$ cat src/rtl/uart_tx.sv
// 8N1 serial byte transmitter with valid/ready input handshake and registered tx.
// Define UART_TX_PARITY_EN to insert an even-parity bit between the data bits and the stop bit.
module uart_tx #(
    parameter int CLKS_PER_BIT = 434
) (
    input  logic       clk,
    input  logic       reset,
    input  logic [7:0] data,
    input  logic       valid,
    output logic       ready,
    output logic       tx,
    output logic       busy
);

    localparam int CW = (CLKS_PER_BIT > 1) ? $clog2(CLKS_PER_BIT) : 1;
    localparam logic [CW-1:0] CNT_MAX = CW'(CLKS_PER_BIT - 1);

`ifdef UART_TX_PARITY_EN
    typedef enum logic [2:0] {IDLE, START, DATA, PARITY, STOP} state_t;
`else
    typedef enum logic [1:0] {IDLE, START, DATA, STOP} state_t;
`endif

    state_t        state_reg, state_next;
    logic [CW-1:0] cnt_reg, cnt_next;
    logic [2:0]    bit_reg, bit_next;
    logic [7:0]    shift_reg, shift_next;
    logic          tx_reg, tx_next;
    logic          bit_end;
`ifdef UART_TX_PARITY_EN
    logic          parity_reg, parity_next;
`endif

    always_ff @(posedge clk or posedge reset) begin
        if (reset) begin
            state_reg  <= IDLE;
            cnt_reg    <= '0;
            bit_reg    <= '0;
            shift_reg  <= '0;
            tx_reg     <= 1'b1;
`ifdef UART_TX_PARITY_EN
            parity_reg <= 1'b0;
`endif
        end else begin
            state_reg  <= state_next;
            cnt_reg    <= cnt_next;
            bit_reg    <= bit_next;
            shift_reg  <= shift_next;
            tx_reg     <= tx_next;
`ifdef UART_TX_PARITY_EN
            parity_reg <= parity_next;
`endif
        end
    end

    assign bit_end = (cnt_reg == CNT_MAX);

    // tx_next is derived from the current state, so the line lags the state by one cycle.
    always_comb begin
        state_next  = state_reg;
        cnt_next    = bit_end ? '0 : cnt_reg + 1'b1;
        bit_next    = bit_reg;
        shift_next  = shift_reg;
        tx_next     = 1'b1;
`ifdef UART_TX_PARITY_EN
        parity_next = parity_reg;
`endif
        case (state_reg)
            IDLE: begin
                tx_next  = 1'b1;
                cnt_next = '0;
                if (valid) begin
                    state_next  = START;
                    shift_next  = data;
`ifdef UART_TX_PARITY_EN
                    parity_next = ^data;
`endif
                end
            end
            START: begin
                tx_next = 1'b0;
                if (bit_end) begin
                    state_next = DATA;
                    bit_next   = 3'd0;
                end
            end
            DATA: begin
                tx_next = shift_reg[0];
                if (bit_end) begin
                    shift_next = shift_reg >> 1;
                    bit_next   = bit_reg + 3'd1;
                    if (bit_reg == 3'd7) begin
`ifdef UART_TX_PARITY_EN
                        state_next = PARITY;
`else
                        state_next = STOP;
`endif
                    end
                end
            end
`ifdef UART_TX_PARITY_EN
            PARITY: begin
                tx_next = parity_reg;
                if (bit_end) state_next = STOP;
            end
`endif
            STOP: begin
                tx_next = 1'b1;
                if (bit_end) state_next = IDLE;
            end
            default: begin
                state_next = IDLE;
                cnt_next   = '0;
            end
        endcase
    end

    assign ready = (state_reg == IDLE);
    assign busy  = ~ready;
    assign tx    = tx_reg;

endmodule
$ cat config.mk
export PLATFORM = sky130hd
export DESIGN_NAME = uart_tx
export DESIGN_NICKNAME = d
export VERILOG_FILES = /design/src/rtl/uart_tx.sv
export SDC_FILE = /design/constraint.sdc
export NUM_CORES = 1
export LEC_CHECK = 0
export ABC_AREA = 1
export CAP_MARGIN = 10
export CORE_MARGIN = 5
export CORE_UTILIZATION = 33
export CTS_CLUSTER_DIAMETER = 60
export DETAILED_ROUTE_END_ITERATION = 16
export GPL_TIMING_DRIVEN = 0
export PLACE_DENSITY = 0.53
export SYNTH_ARGS = -nofsm -noshare
export SYNTH_HDL_FRONTEND = slang
export SYNTH_SLANG_ARGS = --single-unit
$ cat constraint.sdc
create_clock -name clk -period 1.8 [get_ports clk]
set_input_delay 0.27 -clock clk [delete_from_list [all_inputs] [get_ports clk]]
set_output_delay 0.27 -clock clk [all_outputs]
set_load 0.1 [all_outputs]
==> results of run 1 <==
## final timing paths
check | slack [ps] | cells past startpoint | startpoint | to
worst min-delay path | 480 | 2 | shift_reg[6] | shift_reg[6]
worst max-delay path | 80 | 3 | state_reg[1] | ready
min in group asynchronous | 490 | 2 | reset | shift_reg[5]
worst max register to register | 180 | 8 | state_reg[0] | state_reg[0]
worst min register to register | 480 | 2 | shift_reg[6] | shift_reg[6]
max in group asynchronous | 770 | 2 | reset | cnt_reg[5]
## power breakdown
group	switching [mW]	total, mW	internal, mW
logic	0.908	1.31	0.399
clock network	0.167	0.324	0.158
registers	0.105	0.789	0.684
total	1.18	2.42	1.24
## cells in the final DEF (no fill, tap or decap), types with 2 or more instances in the layout
cell              n
xor2_1            2
nor2_1           13
nand2_4           2
o21ai_0           3
a21oi_1           3
nor3b_1           2
nand3_1           5
nand2_1          61
inv_2             2
clkdlybuf4s50_1  10
nand2_2           3
dfrtp_1          22
nor2_4            3
inv_1             8
buf_2             2
ha_1              8
clkbuf_8          3
## repair_timing
action                                  CTS  global route
gates resized for setup                  14             0
endpoints found under the setup margin    3             4
hold buffers                              0             0
pin swaps                                 0             0
## final cells by class
cell class / count / area [µm²] / area share, %
tap: 48 / 60.1 / 4.00
timing repair buffer: 13 / 124 / 8.26
clock buffer: 4 / 45.0 / 3.00
sequential: 23 / 577 / 38.4
inverter: 11 / 45.0 / 3.00
multi-input combinational: 116 / 644 / 43.0
buffer: 1 / 5.00 / 0.334
## per-layer routing
metal / part of all wire (%) / wire, µm / vias up / GRT usage, %
met5: 0 / 0 / - / 0
met4: 0.77 / 19 / 0 / 4.38
met3: 4.2 / 103 / 2 / 2.38
met2: 46 / 1130 / 25 / 16.9
met1: 49 / 1200 / 450 / 15.2
li1: - / - / 506 / -
## logic make-up after synthesis
| family | Yosys count |
|---|---|
| compound gates | 10 |
| simple gates | 94 |
| flops | 23 |
| fa+ha+maj | 9 |
| buf+inv | 13 |
| xor+xnor | 3 |
## worst max-delay path, cell delays in order, from the launching register on
cell and delay, ps:
dfrtp_1 430, inv_2 110, ha_4 200, buf_2 440
## through the flow
step                setup WS [ps]  TNS (ps)  util, %
floorplan                    -230     -3400        -
global placement             -408      -824     40.0
detailed placement           -403      -825     40.0
CTS                          71.6         0     41.1
global route                 1.47         0     41.0
finish                       80.7         0     41.0
==> reports/qor.yml, run 1 <==
critical_path:
  worst-setup-path-type: "flop to output pin"
  end_kind: "output pin"
  worst-path-max-fanout: 6
  startpoint_type: "flop"
  arrival_ps: 1450
  required_ps: 1530
floorplanning:
  initial_core_util_pct: 34.2
  die_area_um2: 5130
  fp-row-count: 22
  die_y_um: 71.6
  dieWidth_um: 71.6
  io_pins: 14
  coreArea_um2: 3660
global_route:
  antenna_found_initial: 0
  track_usage_pct: 11.1
  grt_max_degree: 24
  grt_pass1_wl_um: 4550
  gr-total-overflow: 0
  first_global_vias: 1013
yosys:
  yosys.area_share.simple_pct: 33.3
  synth_top_area_share_pct: 43.9
  synth_top_area_cell: "dfrtp_1"
  synth_most_common_cell: "nand2_1"
  syn_inst: 152
  syn_avg_cell_area_um2: 8.25
  synthTopCellsByArea: "dfrtp_1 44%, nand2_1 18%, ha_1 9.0%, nor2_1 3.9%, inv_1 3.3%"
  syn-num-nets: 172
  synth_compound_area_share_pct: 5.59
  synthAdderAreaFrac_pct: 8.98
  yosysSeqAreaShare_pct: 46.0
  synthMuxAreaShare_pct: 0
  async_reset_ff_share_pct: 100
  synthXorXnorAreaFrac_pct: 2.10
  ys_types: 26
  synthFlopType: "dfrtp_1"
  synth.cell_area_um2: 1250
  synthTopCellsByCount: "61 x nand2_1, 22 x dfrtp_1, 13 x nor2_1, 11 x inv_1, 9 x ha_1"
  synth_top_family_by_area: "simple AND/OR/NAND/NOR gates"
  synth_edf_count: 0
  ys_ff_latch: 23
  yosys_warnings: 0
clocking:
  cts_sinks: 23
  clk_pin_slew_ps: 80
  h-tree-depth: 1
  cts_tree: "built"
  cts_root_buf: "clkbuf_8"
  post_cts_buffers: 0
  numCtsBuffers: 3
  cts_max_path_buffers: 2
  clock_latency_ps: 260
placement:
  place_congestion: 0.746
  dp_hpwl_um: 1870
  place_area_um2: 1470
  post-place-cells: 213
  portBuffers: 13
cells_and_area:
  largest_register_ffs: 9
  n_fill_cell: 374
  drive_gt1_share_pct: 14.3
  stdcell_area_um2: 1500
  fin_cells: 216
  nets: 189
  area_growth_pct: 19.7
  antennaDiodeCount: 0
outcome:
  status: "finished clean"
worst_hold_path:
  hold_class: "flop to flop"
timing:
  whs_ps: 478
  worstMarginPinSlew_ps: 883
  max_freq_mhz: 582
  setup_viol: 0
  slew_headroom_pct: 41.0
  finalCritPeriodShare_pct: 95.5
  finalMaxSlewViolations: 0
  finalClockSkew_ps: 3.48
  fin_crit_ps: 1720
  hold_viol_final: 0
  rsz0062_at_grt: "false"
run:
  drv_cap: 0
drt:
  wire_per_inst_um: 11.4
  via_per_inst: 4.55
  wl_um: 2450
  drc: 0
  vias: 983
  postRouteAntennaNets: 0
  drt_iter0_markers: 49
  first_pass_iters: 4
power_and_ir_drop:
  power_mw: 2.42
  power.density_nw_per_um2: 1610
  peakVddDrop_mv: 0.613
  p_leak_nw: 0.773
(Power assumes the default switching activity.)
==> run 2: changes to the inputs <==
CTS_BUF_LIST = sky130_fd_sc_hd__clkbuf_4 sky130_fd_sc_hd__clkbuf_8   (was unset)
SLEW_MARGIN = 20   (was unset)
==> reports/qor.yml, run 2 (synthesis gave the netlist of run 1 again) <==
outcome:
  status: "finished clean"
timing:
  slew_headroom_pct: 41.0
  worstMarginPinSlew_ps: 883
  setup_viol: 0
  finalMaxSlewViolations: 0
  hold_viol_final: 0
  max_freq_mhz: 582
  finalCritPeriodShare_pct: 95.5
  rsz0062_at_grt: "false"
  finalClockSkew_ps: 3.42
  finalWorstSetupSlack_ps: 80.8
  fin_crit_ps: 1720
  fin_tns_setup_ps: 0
cells_and_area:
  stdcell_area_um2: 1500
  antennaDiodeCount: 0
  drive_gt1_share_pct: 14.9
  area_growth_pct: 20.0
  final_cell_mix: "61 x nand2_1, 22 x dfrtp_1, 13 x nor2_1"
  layout_commonest_cell: "nand2_1"
  largest_register_ffs: 9
  ff_latch_area_um2: 577
  nets: 189
  fin_cells: 216
  n_fill_cell: 374
  multiInputGateArea_um2: 644
  utilization_pct: 41.1
clocking:
  numCtsBuffers: 3
  clk_pin_slew_ps: 80
  cts_max_path_buffers: 2
  ctsHoldBuffers: 0
  cts_root_buf: "clkbuf_8"
  h-tree-depth: 1
  cts_sinks: 23
  cts_tree: "built"
  clock_latency_ps: 260
  post_cts_buffers: 0
power_and_ir_drop:
  power_frac_seq_pct: 32.4
  switchingPower_mw: 1.18
  internal-power_mw: 1.26
  peakVddDrop_mv: 0.613
  pwr-share-comb_pct: 53.7
  clkPwrFrac_pct: 13.9
  power.density_nw_per_um2: 1620
  p_sw_share_pct: 48.4
  p_leak_nw: 0.777
floorplanning:
  io_pins: 14
  fp-row-count: 22
  initial_core_util_pct: 34.2
  dieWidth_um: 71.6
  die_area_um2: 5130
  die_y_um: 71.6
  coreArea_um2: 3660
worst_hold_path:
  min_path_cells: 2
  hp-start: "shift_reg[6]"
  hold_class: "flop to flop"
  holdPathEnd: "shift_reg[6]"
global_route:
  grt_pass1_wl_um: 4550
  antenna_found_initial: 0
  grt_max_degree: 24
  track_usage_pct: 11.1
  first_global_vias: 1013
  gr-total-overflow: 0
drt:
  wire_per_inst_um: 11.4
  first_pass_iters: 4
  drt_iter0_markers: 49
  postRouteAntennaNets: 0
  vias: 984
  via_per_inst: 4.56
  wl_um: 2450
  drc: 0
critical_path:
  worst-path-max-fanout: 6
  rrSetupSlack_ps: 180
  startpoint_type: "flop"
  r2r_start: "state_reg[0]"
  worst-setup-path-type: "flop to output pin"
  r2r_cells: 8
  end_kind: "output pin"
  arrival_ps: 1450
  required_ps: 1530
  r2r-end: "state_reg[0]"
run:
  drv_cap: 0
placement:
  place_congestion: 0.746
  portBuffers: 13
  post-place-cells: 213
  place_ws_ps: -403
  place_area_um2: 1470
  dp_hpwl_um: 1870
==> run 2: worst max-delay path by stage <==
stage / slack (ps) / start / end / depth (start not counted)
2_1_floorplan: -230 / state_reg[1] / shift_reg[7] / 8
3_3_place_gp: -410 / state_reg[0] / busy / 4
3_5_place_dp: -400 / state_reg[0] / busy / 4
4_1_cts: 70 / state_reg[0] / ready / 3
5_1_grt: 1 / state_reg[0] / state_reg[0] / 8
6_report: 80 / state_reg[1] / ready / 3
==> run 2: final cells by class <==
| cell class | count | share of cell area [%] |
|---|---|---|
| well taps | 48 | 3.99 |
| flip-flops and latches | 23 | 38.4 |
| multi-input cells | 116 | 42.8 |
| plain buffers | 1 | 0.333 |
| inverters | 11 | 3.00 |
| clock buffers | 4 | 3.24 |
| repair buffers | 13 | 8.24 |
==> run 2: power by group through the flow <==
stage          clock (mW)  sequential [mW]  combinational [mW]
3_5_place_dp            0            0.799                1.35
3_3_place_gp            0            0.792                1.33
5_1_grt             0.377            0.808                1.47
2_1_floorplan           0            0.863               0.997
6_report            0.339            0.789                1.31
4_1_cts             0.357            0.790                1.33
==> run 2: layer usage <==
metal | vias up | global-route usage, % | wire length (µm)
met1 | 451 | 15.2 | 1200
met5 | - | 0 | 0
met3 | 2 | 2.38 | 103
met4 | 0 | 4.38 | 19
li1 | 506 | - | -
met2 | 25 | 16.9 | 1130
==> run 2: timing repair <==
item,4_1_cts,5_1_grt
endpoints found under the hold margin,0,0
endpoints found under the setup margin,3,4
pin swaps,0,0
gates resized for setup,14,0
==> run 2: critical path, stage by stage (launching register included) <==
cell     delay, ps
dfrtp_1        430
inv_2          110
ha_4           200
buf_2          440
==> run 2: through the flow <==
stage / hold WS (ps) / power (mW)
6_report: 478 / 2.43
5_1_grt: 510 / 2.65
4_1_cts: 484 / 2.48
3_5_place_dp: 463 / 2.15
3_3_place_gp: 457 / 2.12
2_1_floorplan: 271 / 1.86
